`src/rtl/alu_uart_if_if.sv`:
```
// alu_uart_if_if
//   Signal bundle between the frame sequencer (alu_uart_if), the UART
//   receiver/transmitter and the combinational ALU.
//   slave  : sequencer view (takes rx/tx status and ALU result, drives the
//            ALU operands, the transmit byte and the status pulses)
//   master : environment view (UART + ALU side), directions mirrored
// Signals:
//   i_rx_data/i_rx_valid  received byte and its one-cycle strobe
//   i_tx_busy             transmitter busy
//   i_alu_result          combinational ALU result
//   o_data_a/o_data_b     operands held for the ALU
//   o_op                  opcode held for the ALU
//   o_tx_data/o_tx_start  result byte and one-cycle transmit request
//   o_overrun             one-cycle pulse when a received byte is dropped
//   o_busy                high while a result is being produced or sent
interface alu_uart_if_if #(
    parameter int NB_DATA = 8,
    parameter int NB_OP   = 6
) ();
    logic [NB_DATA-1:0] i_rx_data;
    logic               i_rx_valid;
    logic               i_tx_busy;
    logic [NB_DATA-1:0] i_alu_result;
    logic [NB_DATA-1:0] o_data_a;
    logic [NB_DATA-1:0] o_data_b;
    logic [NB_OP-1:0]   o_op;
    logic [NB_DATA-1:0] o_tx_data;
    logic               o_tx_start;
    logic               o_overrun;
    logic               o_busy;

    modport slave (
        input  i_rx_data, i_rx_valid, i_tx_busy, i_alu_result,
        output o_data_a, o_data_b, o_op, o_tx_data, o_tx_start, o_overrun, o_busy
    );

    modport master (
        output i_rx_data, i_rx_valid, i_tx_busy, i_alu_result,
        input  o_data_a, o_data_b, o_op, o_tx_data, o_tx_start, o_overrun, o_busy
    );
endinterface

```
`src/rtl/alu_uart_if.sv`:
```
// alu_uart_if
//   Frame sequencer around a combinational ALU. Collects operand A, operand B
//   and opcode bytes from the UART receiver, holds them on the ALU inputs,
//   captures the result and hands it to the UART transmitter. One frame in
//   flight; bytes arriving while a result is pending are dropped and flagged
//   on o_overrun.
// Ports:
//   i_clk    system clock, rising edge
//   i_rst_n  asynchronous active-low reset
//   bus      alu_uart_if_if.slave (rx byte/strobe, tx busy, ALU result in;
//            operands, opcode, tx byte/start, overrun, busy out)
// Build option:
//   ALU_UART_IF_TIMEOUT_EN  when defined, an idle timer aborts a partial frame
//   after TIMEOUT_CYCLES cycles without a byte in WAIT_B/WAIT_OP, returning to
//   WAIT_A with an o_overrun pulse. When undefined, no timer exists and the
//   FSM waits indefinitely for the next byte.
//
// state   | meaning
// --------+-------------------------------------------------------------
// WAIT_A  | idle, next byte is operand A
// WAIT_B  | A captured, next byte is operand B
// WAIT_OP | A and B captured, next byte is the opcode
// EXEC    | one cycle, ALU inputs stable, result captured at end of cycle
// SEND    | result held, request transmit as soon as tx is not busy
module alu_uart_if #(
    parameter int NB_DATA        = 8,
    parameter int NB_OP          = 6,
    parameter int TIMEOUT_CYCLES = 1000000
) (
    input  logic         i_clk,
    input  logic         i_rst_n,
    alu_uart_if_if.slave bus
);

    typedef enum logic [2:0] {
        WAIT_A  = 3'd0,
        WAIT_B  = 3'd1,
        WAIT_OP = 3'd2,
        EXEC    = 3'd3,
        SEND    = 3'd4
    } state_t;

    state_t             state;
    logic [NB_DATA-1:0] data_a;
    logic [NB_DATA-1:0] data_b;
    logic [NB_OP-1:0]   op;
    logic [NB_DATA-1:0] tx_data;
    logic               overrun;
    logic               busy;
    logic               timeout_hit;

`ifdef ALU_UART_IF_TIMEOUT_EN
    localparam int NB_CNT = (TIMEOUT_CYCLES > 2) ? $clog2(TIMEOUT_CYCLES) : 1;
    localparam logic [NB_CNT-1:0] CNT_LAST = NB_CNT'(TIMEOUT_CYCLES - 1);

    logic [NB_CNT-1:0] idle_cnt;
    logic              in_wait_mid;

    assign in_wait_mid = (state == WAIT_B) || (state == WAIT_OP);
    assign timeout_hit = in_wait_mid && !bus.i_rx_valid && (idle_cnt == CNT_LAST);

    // Counts only idle cycles inside a partial frame; any byte, any other
    // state, or the timeout itself brings it back to zero.
    always_ff @(posedge i_clk or negedge i_rst_n) begin
        if (!i_rst_n) begin
            idle_cnt <= '0;
        end else if (in_wait_mid && !bus.i_rx_valid && !timeout_hit) begin
            idle_cnt <= idle_cnt + 1'b1;
        end else begin
            idle_cnt <= '0;
        end
    end
`else
    assign timeout_hit = 1'b0;
`endif

    always_ff @(posedge i_clk or negedge i_rst_n) begin
        if (!i_rst_n) begin
            state   <= WAIT_A;
            data_a  <= '0;
            data_b  <= '0;
            op      <= '0;
            tx_data <= '0;
            overrun <= 1'b0;
            busy    <= 1'b0;
        end else begin
            overrun <= 1'b0;
            case (state)
                WAIT_A: begin
                    if (bus.i_rx_valid) begin
                        data_a <= bus.i_rx_data;
                        state  <= WAIT_B;
                    end
                end
                WAIT_B: begin
                    if (bus.i_rx_valid) begin
                        data_b <= bus.i_rx_data;
                        state  <= WAIT_OP;
                    end else if (timeout_hit) begin
                        overrun <= 1'b1;
                        state   <= WAIT_A;
                    end
                end
                WAIT_OP: begin
                    if (bus.i_rx_valid) begin
                        op    <= bus.i_rx_data[NB_OP-1:0];
                        busy  <= 1'b1;
                        state <= EXEC;
                    end else if (timeout_hit) begin
                        overrun <= 1'b1;
                        state   <= WAIT_A;
                    end
                end
                EXEC: begin
                    tx_data <= bus.i_alu_result;
                    overrun <= bus.i_rx_valid;
                    state   <= SEND;
                end
                SEND: begin
                    // A byte landing on the same cycle as the transmit request
                    // still belongs to the pending frame and is dropped.
                    overrun <= bus.i_rx_valid;
                    if (!bus.i_tx_busy) begin
                        busy  <= 1'b0;
                        state <= WAIT_A;
                    end
                end
                default: begin
                    busy  <= 1'b0;
                    state <= WAIT_A;
                end
            endcase
        end
    end

    assign bus.o_data_a   = data_a;
    assign bus.o_data_b   = data_b;
    assign bus.o_op       = op;
    assign bus.o_tx_data  = tx_data;
    assign bus.o_overrun  = overrun;
    assign bus.o_busy     = busy;
    // Combinational on i_tx_busy so the request lands in the same SEND cycle
    // the transmitter becomes free.
    assign bus.o_tx_start = (state == SEND) && !bus.i_tx_busy;

endmodule

```
`src/flat_wrapper.sv`:
```
// flat-port wrapper written by rule: the top's interface ports become plain ports
module alu_uart_if_flat 
#(
    parameter int NB_DATA        = 8,
    parameter int NB_OP          = 6,
    parameter int TIMEOUT_CYCLES = 1000000
)
  (i_clk, i_rst_n, bus_i_rx_data, bus_i_rx_valid, bus_i_tx_busy, bus_i_alu_result, bus_o_data_a, bus_o_data_b, bus_o_op, bus_o_tx_data, bus_o_tx_start, bus_o_overrun, bus_o_busy);
  alu_uart_if_if #(.NB_DATA(NB_DATA), .NB_OP(NB_OP)) bus_i ();
  input  logic i_clk;
  input  logic i_rst_n;
  input wire logic [$bits(bus_i.i_rx_data)-1:0] bus_i_rx_data;
  input wire logic [$bits(bus_i.i_rx_valid)-1:0] bus_i_rx_valid;
  input wire logic [$bits(bus_i.i_tx_busy)-1:0] bus_i_tx_busy;
  input wire logic [$bits(bus_i.i_alu_result)-1:0] bus_i_alu_result;
  output wire logic [$bits(bus_i.o_data_a)-1:0] bus_o_data_a;
  output wire logic [$bits(bus_i.o_data_b)-1:0] bus_o_data_b;
  output wire logic [$bits(bus_i.o_op)-1:0] bus_o_op;
  output wire logic [$bits(bus_i.o_tx_data)-1:0] bus_o_tx_data;
  output wire logic [$bits(bus_i.o_tx_start)-1:0] bus_o_tx_start;
  output wire logic [$bits(bus_i.o_overrun)-1:0] bus_o_overrun;
  output wire logic [$bits(bus_i.o_busy)-1:0] bus_o_busy;
  assign bus_i.i_rx_data = bus_i_rx_data;
  assign bus_i.i_rx_valid = bus_i_rx_valid;
  assign bus_i.i_tx_busy = bus_i_tx_busy;
  assign bus_i.i_alu_result = bus_i_alu_result;
  assign bus_o_data_a = bus_i.o_data_a;
  assign bus_o_data_b = bus_i.o_data_b;
  assign bus_o_op = bus_i.o_op;
  assign bus_o_tx_data = bus_i.o_tx_data;
  assign bus_o_tx_start = bus_i.o_tx_start;
  assign bus_o_overrun = bus_i.o_overrun;
  assign bus_o_busy = bus_i.o_busy;
  alu_uart_if #(.NB_DATA(NB_DATA), .NB_OP(NB_OP), .TIMEOUT_CYCLES(TIMEOUT_CYCLES)) u_core (.i_clk(i_clk), .i_rst_n(i_rst_n), .bus(bus_i));
endmodule
```
`config.mk`:
```
export PLATFORM = sky130hd
export DESIGN_NAME = alu_uart_if_flat
export DESIGN_NICKNAME = d
export VERILOG_FILES = /design/src/rtl/alu_uart_if_if.sv /design/src/rtl/alu_uart_if.sv /design/src/flat_wrapper.sv
export SDC_FILE = /design/constraint.sdc
export NUM_CORES = 1
export LEC_CHECK = 0
export BUFFER_PORTS_ARGS = -buffer_cell sky130_fd_sc_hd__clkbuf_2
export CAP_MARGIN = 20
export CELL_PAD_IN_SITES_DETAIL_PLACEMENT = 1
export CELL_PAD_IN_SITES_GLOBAL_PLACEMENT = 1
export CORE_MARGIN = 4
export CORE_UTILIZATION = 38
export CTS_CLUSTER_DIAMETER = 150
export CTS_CLUSTER_SIZE = 28
export DETAILED_ROUTE_END_ITERATION = 7
export PLACE_DENSITY_LB_ADDON = 0.1
export SLEW_MARGIN = 0
export SYNTH_ARGS = -nofsm -noshare
export SYNTH_HDL_FRONTEND = slang
export SYNTH_SLANG_ARGS = --single-unit
```
`constraint.sdc`:
```
create_clock -name i_clk -period 2.1 [get_ports i_clk]
set_clock_uncertainty 0.05 [all_clocks]
set_input_delay 0.105 -clock i_clk [delete_from_list [all_inputs] [get_ports i_clk]]
set_output_delay 0.105 -clock i_clk [all_outputs]
set_load 0.1 [all_outputs]
```
==> run summary, run 1 <==
Synthesized area: 0.001383 mm²
Max Cap Viol: 0
H-tree levels: 2
Syn nets: 107
CP peak stage delay: 0.53 ns
CTS sink count: 35
Hold WC Path Type: input port to asynchronous set/reset pin
Startpoint types: register
Total track usage: 0.1655
Initial DRC Count: 46
DR pass1 iterations: 3
Synth area leaders: dfrtp_1 (63%), mux2_2 (24%), nor4b_4 (1.7%)
Final wirelength: 3255 µm
Top layer in use: met4
Dpl ws: 0.3897 ns
Synth Warn #: 0
Outcome: complete, no violations
Met3 WL: 201 µm
GP Congestion: 0.7235
First-pass GRT wire length: 5347 µm
Req. time, crit path: 1.95 ns
Setup_tns: 0 ns
Number of buffers added on ports: 52
Die Y: 68.32 µm
Synth top cells by count: dfrtp_1 (35), mux2_2 (30), buf_2 (4)
Worst-skew pair later-pin latency: 0.34 ns
Count leader, synth: dfrtp_1
CP Class: register to output port
Critical-path top delay cell: dfrtp_1
Biggest area consumer among synthesized cells: dfrtp_1
Synth Flop Type: dfrtp_1
Crit-path max FO: 8
Slew margin rel.: 0.4307
Synth cell types: 19
Final setup viols: 0
Root Buffer: clkbuf_4
Initial antenna violation count: 0
Layout Utilization: 0.5799
Drc violations: 0
Achievable frequency: 516.2 MHz
Routed WL per cell: 15.57 µm
EDFF count, synth: 0
RSZ-0062 raised after global routing: no
Nets: 182
Cell Rows: 21
Syn avg cell area: 15.89 µm²
Layout cell share with drive strength beyond 1: 0.6012
Final number of hold-violating endpoints: 0
Largest net degree at the start of global routing: 36
CTS tree: built
Clock buffer depth: 2
Via-to-Cell Ratio: 4.675
Tmin final: 1.937 ns
Slew Viols, Final: 0
P&R area growth vs syn: 43.26%
Vias in the first global route: 1060
# diodes: 0
CTS buffer count: 5
Chip width: 68.32 µm
Synthesized netlist cell count: 87
DRT met1 WL: 1361 µm
Gr ovfl total: 0
#FFs+latches synth: 35
Post-CTS setup buffers: 0
Worst slew pin tran: 0.8539 ns
DP Wirelength: 2277 µm
Die Area: 0.004668 mm²
Post-route setup slack: 0.1626 ns
Top-area cell type share of the netlist area: 0.6335
IO Pins: 53
Crit. End Element: output port
Arrival time at the worst endpoint: 1.78 ns
Worst-path clk slew: 0.11 ns
Routed length on met2: 1610 µm
Final period util: 0.9226
Initial core utilization: 0.4048
Cells along the critical path: nor3b_2, nor2b_2, buf_2
Fill cell count: 361
Register area share after synthesis: 0.6335
Antenna viol nets, final: 0
Post-synth ARST share: 1.000
Routed via count: 977
Core Region: 0.003416 mm²
==> what timing repair did <==
action                     CTS  global route
hold endpoints to repair    66             0
setup endpoints to repair    0             1
resized for setup            0             2
hold buffers                19             0
==> final timing paths <==
check,startpoint,end,slack (ns),cells after the start
worst max-delay path,u_core.state[2],bus_o_tx_start,0.16,3
worst min-delay path,i_rst_n,u_core.bus.o_op[2],0.34,2
worst max register to register,u_core.state[2],u_core.bus.o_data_a[5],0.46,3
worst min register to register,u_core.bus.o_op[1],u_core.bus.o_op[1],0.46,1
max in group asynchronous,i_rst_n,u_core.bus.o_data_b[7],1.12,2
min in group i_clk,u_core.bus.o_op[1],u_core.bus.o_op[1],0.46,1
==> layout by cell type (no fill, tap or decap), types with 2 or more instances in the layout <==
cell type	netlist	layout
clkbuf_4	0	5
mux2_2	30	30
clkbuf_2	1	51
a21oi_1	2	2
buf_4	0	2
dfrtp_1	35	35
dlygate4sd3_1	0	19
==> per-stage QoR <==
step / hold slack [ns] / std cells / cell area (µm²)
floorplan: -0.2406 / 87 / 1385
global placement: 0.2008 / 182 / 1699
detailed placement: 0.2072 / 182 / 1699
CTS: 0.3588 / 209 / 1976
global route: 0.3807 / 209 / 1981
finish: 0.3385 / 209 / 1981
==> routing by layer <==
layer / vias to the layer above / global-route usage
li1: 457 / -
met1: 480 / 0.1992
met2: 32 / 0.2587
met3: 8 / 0.06076
met4: 0 / 0.08437
met5: - / 0
==> cells by family (layout without fill, tap and decap cells) <==
family          Yosys count  count (layout)  share of synthesized area
buf+inv                   5              81                    0.01810
mux                      30              30                     0.2443
simple gates             12              12                    0.07874
compound gates            5               5                    0.02534
flops                    35              35                     0.6335
==> state kept, by name (all words and copies together) (netlist names) <==
name	count
u_core.bus.o_tx_data	8
u_core.bus.o_data_b	8
u_core.bus.o_data_a	8
u_core.bus.o_busy	1
u_core.bus.o_overrun	1
u_core.state	3
u_core.bus.o_op	6
==> worst max-delay path: cells and delay by family, from the launching register on <==
kind	cells	cell delay, ns
buffers and inverters	1	0.42
DFF	1	0.53
and+or+nand+nor	2	0.49
==> cell type report <==
type                       count  area [µm²]  area share
sequential                    35       875.8      0.4422
multi-input combinational     47       495.5      0.2502
timing repair buffer          73       465.4      0.2350
tap                           46       57.56     0.02906
clock buffer                   6       51.30     0.02590
clock inverter                 2       35.03     0.01769
Power of run 1 is not shown: default switching activity piles up to over one toggle a cycle in this logic, so the estimate is an artifact.
==> run 2: changes to the inputs <==
Settings changed: CORE_UTILIZATION 38 to 34.
Clock period 2.1 ns to 1.6 ns, I/O delays scaled along.
==> run 2 against run 1 <==
Effect of this change:
- sequential share of layout area increased by 0.79 points
- hold slack worse by 0.33 ns
- routed wire length is 2.5% lower
- cell count is 1.4% lower
- sequential cell count unchanged
- via count fell by 1.2%
- worst setup slack worse by 0.075 ns
- core utilization shrank 6.5 points
- design area is 1.3% lower
- global-route usage shrank 2.5 points
- critical path depth unchanged
- non-clock buffer count shrank 5
- critical endpoint is now u_core.bus.o_op[3]
- largest cell class unchanged
==> run summary, run 2 (synthesized netlist as in run 1, its figures left out) <==
Outcome: complete, no violations
Final period util: 0.9454
Nets: 177 (-2.7%)
Busiest grt layer: met2
Hold WC Path Type: input port to register
Final instance area: 0.001954 mm² (-1.3%)
First-pass GRT wire length: 5444 µm (+1.8%)
Max Cap Viol: 0 (unchanged)
H-tree levels: 2 (unchanged)
Chip width: 71.77 µm (+5.0%)
Slew Viols, Final: 0 (unchanged)
Die Y: 71.77 µm (+5.0%)
Req. time, crit path: 1.72 ns (-0.23 ns)
Tmin final: 1.513 ns
Met2 usage: 0.2296 (-0.02913)
Commonest non-fill, non-tap cell in the layout: clkbuf_2
Worst-path clk slew: 0.07 ns (-0.04 ns)
RSZ-0062 raised after global routing: no
Number of buffers added on ports: 52 (unchanged)
Initial core utilization: 0.3640 (-0.04080)
Worst-skew pair later-pin latency: 0.28 ns (-0.06 ns)
Layout Utilization: 0.5145 (-0.06536)
Setup_tns: 0 ns (unchanged)
Startpoint types: register
Core Region: 0.003799 mm² (+11%)
IO Pins: 53 (unchanged)
CTS tree: built
Gr ovfl total: 0 (unchanged)
Min Hold Slack: 0.008643 ns (-0.3298 ns)
Drc violations: 0 (unchanged)
CP Class: register to register
Routed WL per cell: 15.40 µm (-1.1%)
Hold Path Stages: 2
Crit. End Element: register
Arrival time at the worst endpoint: 1.63 ns (-0.15 ns)
Clock buffer depth: 2 (unchanged)
Slew margin rel.: 0.6332 (+0.2025)
Antenna viol nets, final: 0 (unchanged)
Root Buffer: clkbuf_8
R2r worst-path depth: 3 (unchanged)
Post-DP Area: 0.001744 mm² (+2.7%)
Initial DRC Count: 32 (-30%)
Largest net degree at the start of global routing: 36 (unchanged)
Cell Rows: 22 (+4.8%)
GR met1 Demand/Resource: 0.1687 (-0.03044)
Final setup viols: 0 (unchanged)
Via-to-Cell Ratio: 4.684 (+0.21%)
Most frequent cells in the layout: clkbuf_2 (51), dfrtp_1 (32), mux2_2 (30)
Achievable frequency: 661.1 MHz
GP Congestion: 0.7001 (-3.2%)
Layout cell share with drive strength beyond 1: 0.6519 (+0.05067)
Vias in the first global route: 1104 (+4.2%)
Crit-path max FO: 10 (+2)
Worst slew pin tran: 0.5525 ns (-0.3014 ns)
DP Wirelength: 2218 µm (-2.6%)
# diodes: 0 (unchanged)
CTS buffer count: 5 (unchanged)
DR pass1 iterations: 3 (unchanged)
Total track usage: 0.1402 (-0.02534)
M3 GR Usage: 0.05189 (-0.008862)
Initial antenna violation count: 0 (unchanged)
Final wirelength: 3172 µm (-2.5%)
Routed via count: 965 (-1.2%)
CTS sink count: 35 (unchanged)
Final number of hold-violating endpoints: 0 (unchanged)
P&R area growth vs syn: 41.36%
Die Area: 0.005151 mm² (+10%)
-- run 2: cell types whose count changed in the layout (fill, tap and decap cells not counted), moves of 2 or more --
cell / change
buf_4: +3
clkbuf_1: +2
clkbuf_4: -5
clkbuf_8: +4
dfrtp_1: -3
dfrtp_2: +3
dlygate4sd3_1: -9
-- run 2: worst paths after layout --
| check | startpoint | endpoint | slack [ns] |
|---|---|---|---|
| setup / recovery | u_core.state[0] | u_core.bus.o_op[3] | 0.09 |
| hold / removal | bus_i_rx_data[0] | u_core.bus.o_data_b[0] | 0.009 |
| setup reg to reg | u_core.state[0] | u_core.bus.o_op[3] | 0.09 |
| hold reg to reg | u_core.bus.o_tx_data[1] | u_core.bus.o_tx_data[1] | 0.46 |
| max in group asynchronous | i_rst_n | u_core.state[2] | 0.85 |
| min in group asynchronous | i_rst_n | u_core.bus.o_data_a[1] | 0.32 |
-- run 2: worst max-delay path: stages (launching register included) --
cell      delay, ns
dfrtp_2        0.49
nor4bb_4       0.34
buf_6          0.18
mux2_2         0.33
-- run 2: timing repair --
item,in CTS,in global routing
pin swaps,1,0
setup buffers,1,0
hold buffers,10,0
gates cloned,0,0
gates resized for setup,2,4
hold endpoints to repair,45,0
endpoints found under the setup margin,7,15
-- run 2: cell type report --
class	instances	area, µm²
sequential	35	879.6
clock inverter	1	5.005
multi-input combinational	47	509.2
fill	404	1844
tap	48	60.06
clock buffer	7	76.32
timing repair buffer	68	424.2
-- run 2: through the flow --
stage,setup slack (ns),instances
3_5_place_dp,0.00002098,187
3_3_place_gp,0.03085,187
5_1_grt,0.01302,206
2_1_floorplan,0.09239,87
6_report,0.08743,206
4_1_cts,0.01377,206
-- run 2: per-layer routing --
metal / vias to the layer above / share of wire
met1: 482 / 0.43
met5: - / 0
met4: 0 / 0.0076
met3: 2 / 0.053
li1: 451 / -
met2: 30 / 0.51
Power of run 2 is left out for the same reason.
==> run 3: changes to the inputs <==
==> constraint.sdc (replaced) <==
create_clock -name i_clk -period 1.6 [get_ports i_clk]
set_clock_uncertainty 0.05 [all_clocks]
set_input_delay 0.32 -clock i_clk [delete_from_list [all_inputs] [get_ports i_clk]]
set_output_delay 0.32 -clock i_clk [all_outputs]
set_load 0.1 [all_outputs]
==> run 3 against run 2 <==
Effect of this change:
- the flow now finishes with violations (setup timing)
- worst setup slack worse by 0.14 ns
- design area down 1.3%
- maximum frequency down 8.3%
- sequential cell count unchanged
- first-iteration DRC count down 25%
- critical path depth unchanged
- non-clock buffer count down 6
- cell count down 2.9%
- critical path type is now register to output port
- sequential share of layout area up 0.58 points
- routed wire length down 0.47%
==> run summary, run 3 (synthesized netlist as in run 1, its figures left out) <==
Outcome: finished with violations
R2r worst-path depth: 4 (+1)
Initial DRC Count: 24 (-25%)
GP Congestion: 0.7516 (+7.4%)
Cells along the critical path: nor3b_4, nor2b_4, buf_12
Final wirelength: 3157 µm (-0.47%)
Final number of hold-violating endpoints: 0 (unchanged)
Final period util: 1.031 (+0.08605)
Total track usage: 0.1375 (-0.002634)
Reg-to-Reg Start: u_core.state[0]
Nets: 171 (-3.4%)
Gr ovfl total: 0 (unchanged)
Req. time, crit path: 1.23 ns (-0.49 ns)
Root Buffer: clkbuf_8
Hold WC Path Type: input port to register
Startpoint types: register
CP peak stage delay: 0.43 ns (-0.06 ns)
Crit. End Element: output port
Max Cap Viol: 0 (unchanged)
CTS sink count: 35 (unchanged)
Tmin final: 1.650 ns (+0.1377 ns)
Layout Utilization: 0.5079 (-0.006588)
P&R area growth vs syn: 39.55%
Cell family with most CP delay: flip-flops
Chip width: 71.77 µm (unchanged)
DR pass1 iterations: 2 (-1)
Critical-path top delay cell: dfrtp_2
Post-DP Area: 0.001760 mm² (+0.93%)
CP Class: register to output port
Via-to-Cell Ratio: 4.730 (+0.97%)
Cell Rows: 22 (unchanged)
Clock buffer depth: 2 (unchanged)
Crit-path max FO: 2 (-8)
Post-route setup slack: -0.05025 ns (-0.1377 ns)
CTS buffer count: 5 (unchanged)
First-pass GRT wire length: 5451 µm (+0.13%)
Final setup viols: 1 (+1)
Arrival time at the worst endpoint: 1.28 ns (-0.35 ns)
Drc violations: 0 (unchanged)
Antenna viol nets, final: 0 (unchanged)
IO Pins: 53 (unchanged)
Most frequent cells in the layout: clkbuf_2 (49), dfrtp_1 (32), mux2_2 (30)
Layout cell share with drive strength beyond 1: 0.7105 (+0.05863)
Vias in the first global route: 1080 (-2.2%)
Flop2flop setup slack: 0.03 ns (-0.06 ns)
Initial core utilization: 0.3640 (unchanged)
Worst-path clk slew: 0.07 ns (about the same)
Worst-skew pair later-pin latency: 0.28 ns (about the same)
Initial antenna violation count: 0 (unchanged)
Violated checks: setup timing
# diodes: 0 (unchanged)
Slew margin rel.: 0.6347 (+0.001506)
HP Start: bus_i_alu_result[4]
RSZ-0062 raised after global routing: yes
Worst slew pin tran: 0.5503 ns (-0.002270 ns)
DP Wirelength: 2358 µm (+6.3%)
Largest net degree at the start of global routing: 16 (-56%)
Routed via count: 946 (-2.0%)
Hold Path Sink: u_core.bus.o_tx_data[4]
Slew Viols, Final: 0 (unchanged)
Core Region: 0.003799 mm² (unchanged)
H-tree levels: 2 (unchanged)
Number of buffers added on ports: 52 (unchanged)
CTS tree: built
Commonest non-fill, non-tap cell in the layout: clkbuf_2
Routed WL per cell: 15.79 µm (+2.5%)
Achievable frequency: 606.0 MHz (-8.3%)
Die Y: 71.77 µm (unchanged)
Dpl ws: 0.01275 ns (+0.01272 ns)
Hold Path Stages: 2 (unchanged)
WP buf/inv: 1 (unchanged)
Final instance area: 0.001929 mm² (-1.3%)
Die Area: 0.005151 mm² (unchanged)
End of the worst register-to-register path: u_core.bus.o_op[0]
[run 3: changes by cell type in the layout (fill, tap and decap cells not counted), sizes merged]
cell,delta
dlygate4sd3,-9
buf,+5
clkbuf,-1
clkinv,-1
[run 3: worst max path at each step]
stage,start,to,slack [ns],depth (start not counted)
finish,u_core.state[1],bus_o_tx_start,-0.05,3
global placement,u_core.state[0],u_core.bus.o_data_b[4],0.06,2
CTS,u_core.state[1],bus_o_tx_start,-0.06,3
floorplan,u_core.state[0],bus_o_tx_start,-0.02,3
global route,u_core.state[1],bus_o_tx_start,-0.1,3
detailed placement,u_core.state[0],u_core.bus.o_tx_data[7],0.01,2
[run 3: cell type report]
cell class              count  area [µm²]
well taps                  48       60.06
fillers                   392        1869
flip-flops and latches     35       879.6
multi-input cells          47       520.5
clock buffers               8       100.1
repair buffers             62       369.1
[run 3: worst register-to-register path, cell delays in order, from the launching register on]
cell	delay, ns
dfrtp_2	0.42
buf_4	0.18
nor4bb_4	0.29
buf_6	0.18
mux2_2	0.33
[run 3: per-stage QoR]
step | hold slack (ns) | instances | TNS [ns]
6_report | 0.2203 | 200 | -0.05025
5_1_grt | 0.2132 | 200 | -0.4168
4_1_cts | 0.2112 | 200 | -0.05768
3_5_place_dp | 0.2181 | 187 | 0
3_3_place_gp | 0.2049 | 187 | 0
2_1_floorplan | -0.02559 | 87 | -0.01815
[run 3: what timing repair did]
action | CTS | global route
resized for setup | 6 | 3
setup endpoints to repair | 3 | 23
buffers inserted | 4 | 0
pin swaps | 1 | 0
endpoints found under the hold margin | 13 | 0
hold buffers | 1 | 0
cloned | 0 | 0
[run 3: per-layer routing]
metal / vias up / part of all wire / wire (µm) / global-route usage
li1: 434 / - / - / -
met1: 474 / 0.39 / 1236 / 0.1563
met2: 34 / 0.51 / 1625 / 0.2327
met3: 4 / 0.079 / 249 / 0.05470
met4: 0 / 0.014 / 45 / 0.05010
met5: - / 0 / 0 / 0
Power of run 3 is left out for the same reason.
